--- src/rtl/pattern_1011_tx.sv ---
`default_nettype none
// ---------------------------------------------------------------------------
// pattern_1011_tx : serial pattern transmitter, MSB-first, COUNT repetitions
//                   separated by GAP idle cycles, START/BUSY/DONE handshake.
// Revision 1.0
// ---------------------------------------------------------------------------
module pattern_1011_tx #(
  parameter int PATTERN_W = 4,
  parameter int CNT_W     = 8,
  parameter int GAP_W     = 4
) (
  input  logic                 clk,
  input  logic                 reset,
  input  logic                 START,
  input  logic [PATTERN_W-1:0] PATTERN,
  input  logic [CNT_W-1:0]     COUNT,
  input  logic [GAP_W-1:0]     GAP,
  input  logic                 ABORT,
  output logic                 DOUT,
  output logic                 DVALID,
  output logic                 BUSY,
  output logic                 DONE
);

  localparam int IDX_W = (PATTERN_W > 2) ? $clog2(PATTERN_W) : 1;
  localparam logic [IDX_W-1:0] IDX_TOP = IDX_W'(PATTERN_W - 1);

  typedef enum logic [1:0] {
    S_IDLE  = 2'd0,
    S_SHIFT = 2'd1,
    S_GAP   = 2'd2,
    S_DONE  = 2'd3
  } state_t;

  state_t               state;
  logic [PATTERN_W-1:0] shadow;
  logic [IDX_W-1:0]     idx;
  logic [CNT_W-1:0]     remaining;
  logic [GAP_W-1:0]     gap_cfg;
  logic [GAP_W-1:0]     gap_cnt;
  logic [IDX_W-1:0]     idx_next;

  assign idx_next = idx - 1'b1;

  // Outputs are registered alongside the state so they reflect the state being entered.
  always_ff @(posedge clk) begin
    if (!reset) begin
      state     <= S_IDLE;
      shadow    <= '0;
      idx       <= '0;
      remaining <= '0;
      gap_cfg   <= '0;
      gap_cnt   <= '0;
      DOUT      <= 1'b0;
      DVALID    <= 1'b0;
      BUSY      <= 1'b0;
      DONE      <= 1'b0;
    end else begin
      case (state)
        S_IDLE: begin
          DOUT   <= 1'b0;
          DVALID <= 1'b0;
          BUSY   <= 1'b0;
          DONE   <= 1'b0;
          if (START) begin
            shadow    <= PATTERN;
            remaining <= COUNT;
            gap_cfg   <= GAP;
            if (COUNT == '0) begin
              state <= S_DONE;
              DONE  <= 1'b1;
            end else begin
              state  <= S_SHIFT;
              idx    <= IDX_TOP;
              DOUT   <= PATTERN[IDX_TOP];
              DVALID <= 1'b1;
              BUSY   <= 1'b1;
            end
          end
        end

        S_SHIFT: begin
          if (ABORT) begin
            state  <= S_IDLE;
            DOUT   <= 1'b0;
            DVALID <= 1'b0;
            BUSY   <= 1'b0;
          end else if (idx == '0) begin
            if (remaining == CNT_W'(1)) begin
              state  <= S_DONE;
              DOUT   <= 1'b0;
              DVALID <= 1'b0;
              BUSY   <= 1'b0;
              DONE   <= 1'b1;
            end else begin
              remaining <= remaining - 1'b1;
              if (gap_cfg == '0) begin
                idx  <= IDX_TOP;
                DOUT <= shadow[IDX_TOP];
              end else begin
                state   <= S_GAP;
                gap_cnt <= gap_cfg;
                DOUT    <= 1'b0;
                DVALID  <= 1'b0;
              end
            end
          end else begin
            idx  <= idx_next;
            DOUT <= shadow[idx_next];
          end
        end

        S_GAP: begin
          if (ABORT) begin
            state  <= S_IDLE;
            DOUT   <= 1'b0;
            DVALID <= 1'b0;
            BUSY   <= 1'b0;
          end else if (gap_cnt == GAP_W'(1)) begin
            state  <= S_SHIFT;
            idx    <= IDX_TOP;
            DOUT   <= shadow[IDX_TOP];
            DVALID <= 1'b1;
          end else begin
            gap_cnt <= gap_cnt - 1'b1;
          end
        end

        S_DONE: begin
          state  <= S_IDLE;
          DOUT   <= 1'b0;
          DVALID <= 1'b0;
          BUSY   <= 1'b0;
          DONE   <= 1'b0;
        end

        default: begin
          state  <= S_IDLE;
          DOUT   <= 1'b0;
          DVALID <= 1'b0;
          BUSY   <= 1'b0;
          DONE   <= 1'b0;
        end
      endcase
    end
  end

endmodule
`default_nettype wire

--- config.mk ---
export PLATFORM = sky130hd
export DESIGN_NAME = pattern_1011_tx
export DESIGN_NICKNAME = d
export VERILOG_FILES = /design/src/rtl/pattern_1011_tx.sv
export SDC_FILE = /design/constraint.sdc
export NUM_CORES = 1
export LEC_CHECK = 0
export BUFFER_PORTS_ARGS = -buffer_cell sky130_fd_sc_hd__buf_2
export CAP_MARGIN = 15
export CORE_MARGIN = 2
export CORE_UTILIZATION = 25
export DETAILED_ROUTE_END_ITERATION = 12
export HOLD_SLACK_MARGIN = 0.08
export SETUP_SLACK_MARGIN = 0.02
export SLEW_MARGIN = 40
export SYNTH_ARGS = -nofsm -noshare
export SYNTH_HDL_FRONTEND = slang
export SYNTH_SLANG_ARGS = --single-unit
export TNS_END_PERCENT = 10
--- constraint.sdc ---
create_clock -name clk -period 2.2 [get_ports clk]
set_input_delay 0.44 -clock clk [delete_from_list [all_inputs] [get_ports clk]]
set_output_delay 0.44 -clock clk [all_outputs]
set_load 0.005 [all_outputs]
==> out/results.tsv <==
metric	value	unit
status	completed	
worst-margin pin slew	0.585	ns
HPWL after detailed placement	2.87	mm
Setup violations, final	0	
ant diodes	0	
Clock Root Buffer	clkbuf_8	
sequential share of the synthesized area	0.331	
standard-cell row count	29	
Reg power frac	0.468	
CTS max path bufs	2	
Max VDD drop	0.370	mV
starting density of the core	0.262	
Die Ht	86.3	µm
WHS Path Cells	3	
initial antenna violation count	0	
skew final	0.00613	ns
vias in the first global route	1514	
R2R setup slack	0.28	ns
CTS sink cnt	28	
DR vias	1572	
kind of critical path	reg2reg	
worst reg2reg path depth	7	
worst hold path type	in2reg	
endpoints failing hold	0	
PnR Total Power	1310	µW
Crit path largest cell delay	0.48	ns
Clock power frac	0.208	
drt total wl	3.90	mm
Worst setup SP type	flop	
Gate Count Post-Synth	214	
post-CTS setup buffer count	0	
RR Startpoint	idx[0]$_SDFFE_PN0P_	
area grow syn2layout	13.4	%
achievable frequency	520	MHz
Placer Congestion	0.831	
Synth cell types	51	
die area	0.00744	mm²
RSZ-0062 raised after global routing	false	
Reg-to-Reg End	DOUT$_SDFFE_PN0P_	
pin count of the biggest net entering global routing	35	
port bufs	23	
Top FF cell, synth	dfxtp_1	
Avg Vias per Cell	5.10	
Die Wd	86.3	µm
Syn Nets	239	
CTS tree	yes	
number of synthesized register bits	28	
Psw	449	µW
Power Internal	864	µW
yosys warns	0	
Avg Cell Area, Syn	7.90	µm²
Pins Over Slew Limit	0	
grt ovf	0	
crit end category	flop	
sw frac	0.342	
nets@finish	258	
Lkg Pwr	0.000748	µW
CP max stage cell	mux4_2	
total track usage	0.111	
hold wc startpoint	PATTERN[0]	
TNS Setup	0	ns
Arrival @ worst endpoint	2.09	ns
Clock Latency Late Sink	0.27	ns
pwr/cell area	685	mW/mm²
crit path cell chain	inv_1 -> ha_1 -> mux4_2 -> nor2b_1 -> a41oi_1 -> nor3_1 -> o221a_2	
largest fanout on the critical path	3	
Tcrit/Tclk final	0.874	
Hold Path End	shadow[0]$_SDFFE_PN0P_	
drt first pass iters	6	
I/O Pins	24	
clock slew seen by the registers of the worst setup and hold paths	0.09	ns
Logic pwr share	0.324	
Remaining DRCs	0	
asr flop ratio synth	0	
maxcap violations	0	
first-pass GRT wire length	6.82	mm
Routed Antenna Nets	0	
Filler cells	711	
worst path required time	2.37	ns
Final min period	1.92	ns
EDFF count, synth	0	
Iter 0 DRT Violations	54	
Worst setup startpoint	idx[0]$_SDFFE_PN0P_	
synthesized cell area	0.00169	mm²
CTS buffer count	3	
Hold Buf Count CTS	0	
Wirelength per Cell	12.7	µm
H-tree Lvls	1	
layout cells sized above 1	0.177	
cts repair resizes	0	
Max transition margin	0.610	
core area	0.00646	mm²
==> stage by stage <==
step / setup WS [ns] / cells / util / hold slack [ns] / instance area, µm²
after global routing: 0.158 / 308 / 0.297 / 0.430 / 1920
after CTS: 0.272 / 308 / 0.297 / 0.406 / 1920
after floorplan: 0.358 / 214 / - / 0.440 / 1690
after detailed placement: 0.208 / 305 / 0.291 / 0.459 / 1880
final: 0.278 / 308 / 0.297 / 0.414 / 1920
after global placement: 0.245 / 305 / 0.291 / 0.456 / 1880
==> cell families after synthesis <==
group | Yosys count | synth area share
flip-flops | 28 | 0.331
AO/OA/AOI/OAI | 64 | 0.270
AND/OR/NAND/NOR | 94 | 0.289
multiplexers | 2 | 0.0192
buffers and inverters | 21 | 0.0533
adder cells (fa/ha/maj) | 5 | 0.0370
==> sequential cells by signal, summed over array words and instances (netlist names), 2 cells and up <==
name and count:
gap_cfg 4, gap_cnt 4, shadow 4, remaining 8, idx 2, state 2
==> worst max-delay path, delay by kind of cell, from the launching register on <==
family	cells	cell delay (ns)
muxes	1	0.48
AOI/OAI and AO/OA	2	0.40
adders and majority gates	1	0.31
DFF	1	0.37
and+or+nand+nor	2	0.21
buffers and inverters	1	0.06
==> layer usage <==
layer,routed length [µm],global-route usage
met4,28,0.0284
met3,164,0.0257
met5,0,0
met1,1990,0.148
met2,1720,0.182
==> worst max path at each step <==
stage | end | slack, ns | cells after the start
after CTS | DOUT$_SDFFE_PN0P_ | 0.27 | 7
after global placement | idx[1]$_SDFFE_PN0P_ | 0.25 | 6
after global routing | DOUT$_SDFFE_PN0P_ | 0.16 | 7
after detailed placement | idx[1]$_SDFFE_PN0P_ | 0.21 | 6
final | DOUT$_SDFFE_PN0P_ | 0.28 | 7
after floorplan | DOUT$_SDFFE_PN0P_ | 0.36 | 7
==> power groups by stage <==
stage	sequential [µW]	clock, µW	combinational (µW)
finish	614	273	426
global route	621	309	482
CTS	614	291	428
detailed placement	626	0	425
global placement	625	0	425
floorplan	607	0	334
==> Yosys cell counts, types with 3 or more instances <==
cell type  number  area (µm²)
inv_1           7        26.3
dfxtp_1        28         561
nor3_1          6        30.0
ha_1            5        62.6
nand3_1         4        20.0
nor2_1         11        41.3
o21ai_1         3        15.0
buf_2           3        15.0
o21ai_0         9        45.0
or4_1           3        22.5
clkbuf_1       10        37.5
a21oi_1        13        65.1
nand2_1        42         158
nand2b_1        6        37.5
nor3b_1         3        22.5
nor2b_1         4        25.0
a21boi_0        8        60.1
==> final cells by class <==
class                   count  area [µm²]  area share
clock buffers               3        41.3      0.0215
inverters                   7        26.3      0.0137
multi-input cells         165        1040       0.543
flip-flops and latches     28         561       0.292
well taps                  77        96.3      0.0502
repair buffers             28         153      0.0796
==> cells in the final DEF (no fill, tap or decap), drive strengths merged, types with 2 or more instances in the layout <==
cell type   n
nor4        3
o2bb2ai     2
ha          5
nand2      42
o211ai      2
nor2b       4
nand2b      6
nor3b       3
or3         2
dfxtp      28
o211a       2
a21oi      15
nor3        7
o31ai       2
inv         7
nor2       11
o21ai      12
nand3       5
o21a        2
o311a       2
a31oi       2
or4         3
and2        2
buf        28
clkbuf      3
nand4       2
a21boi     10
o21bai      2
and3        2
o22ai       2
a21o        2
Note: power is estimated with default switching activity, not from simulation.
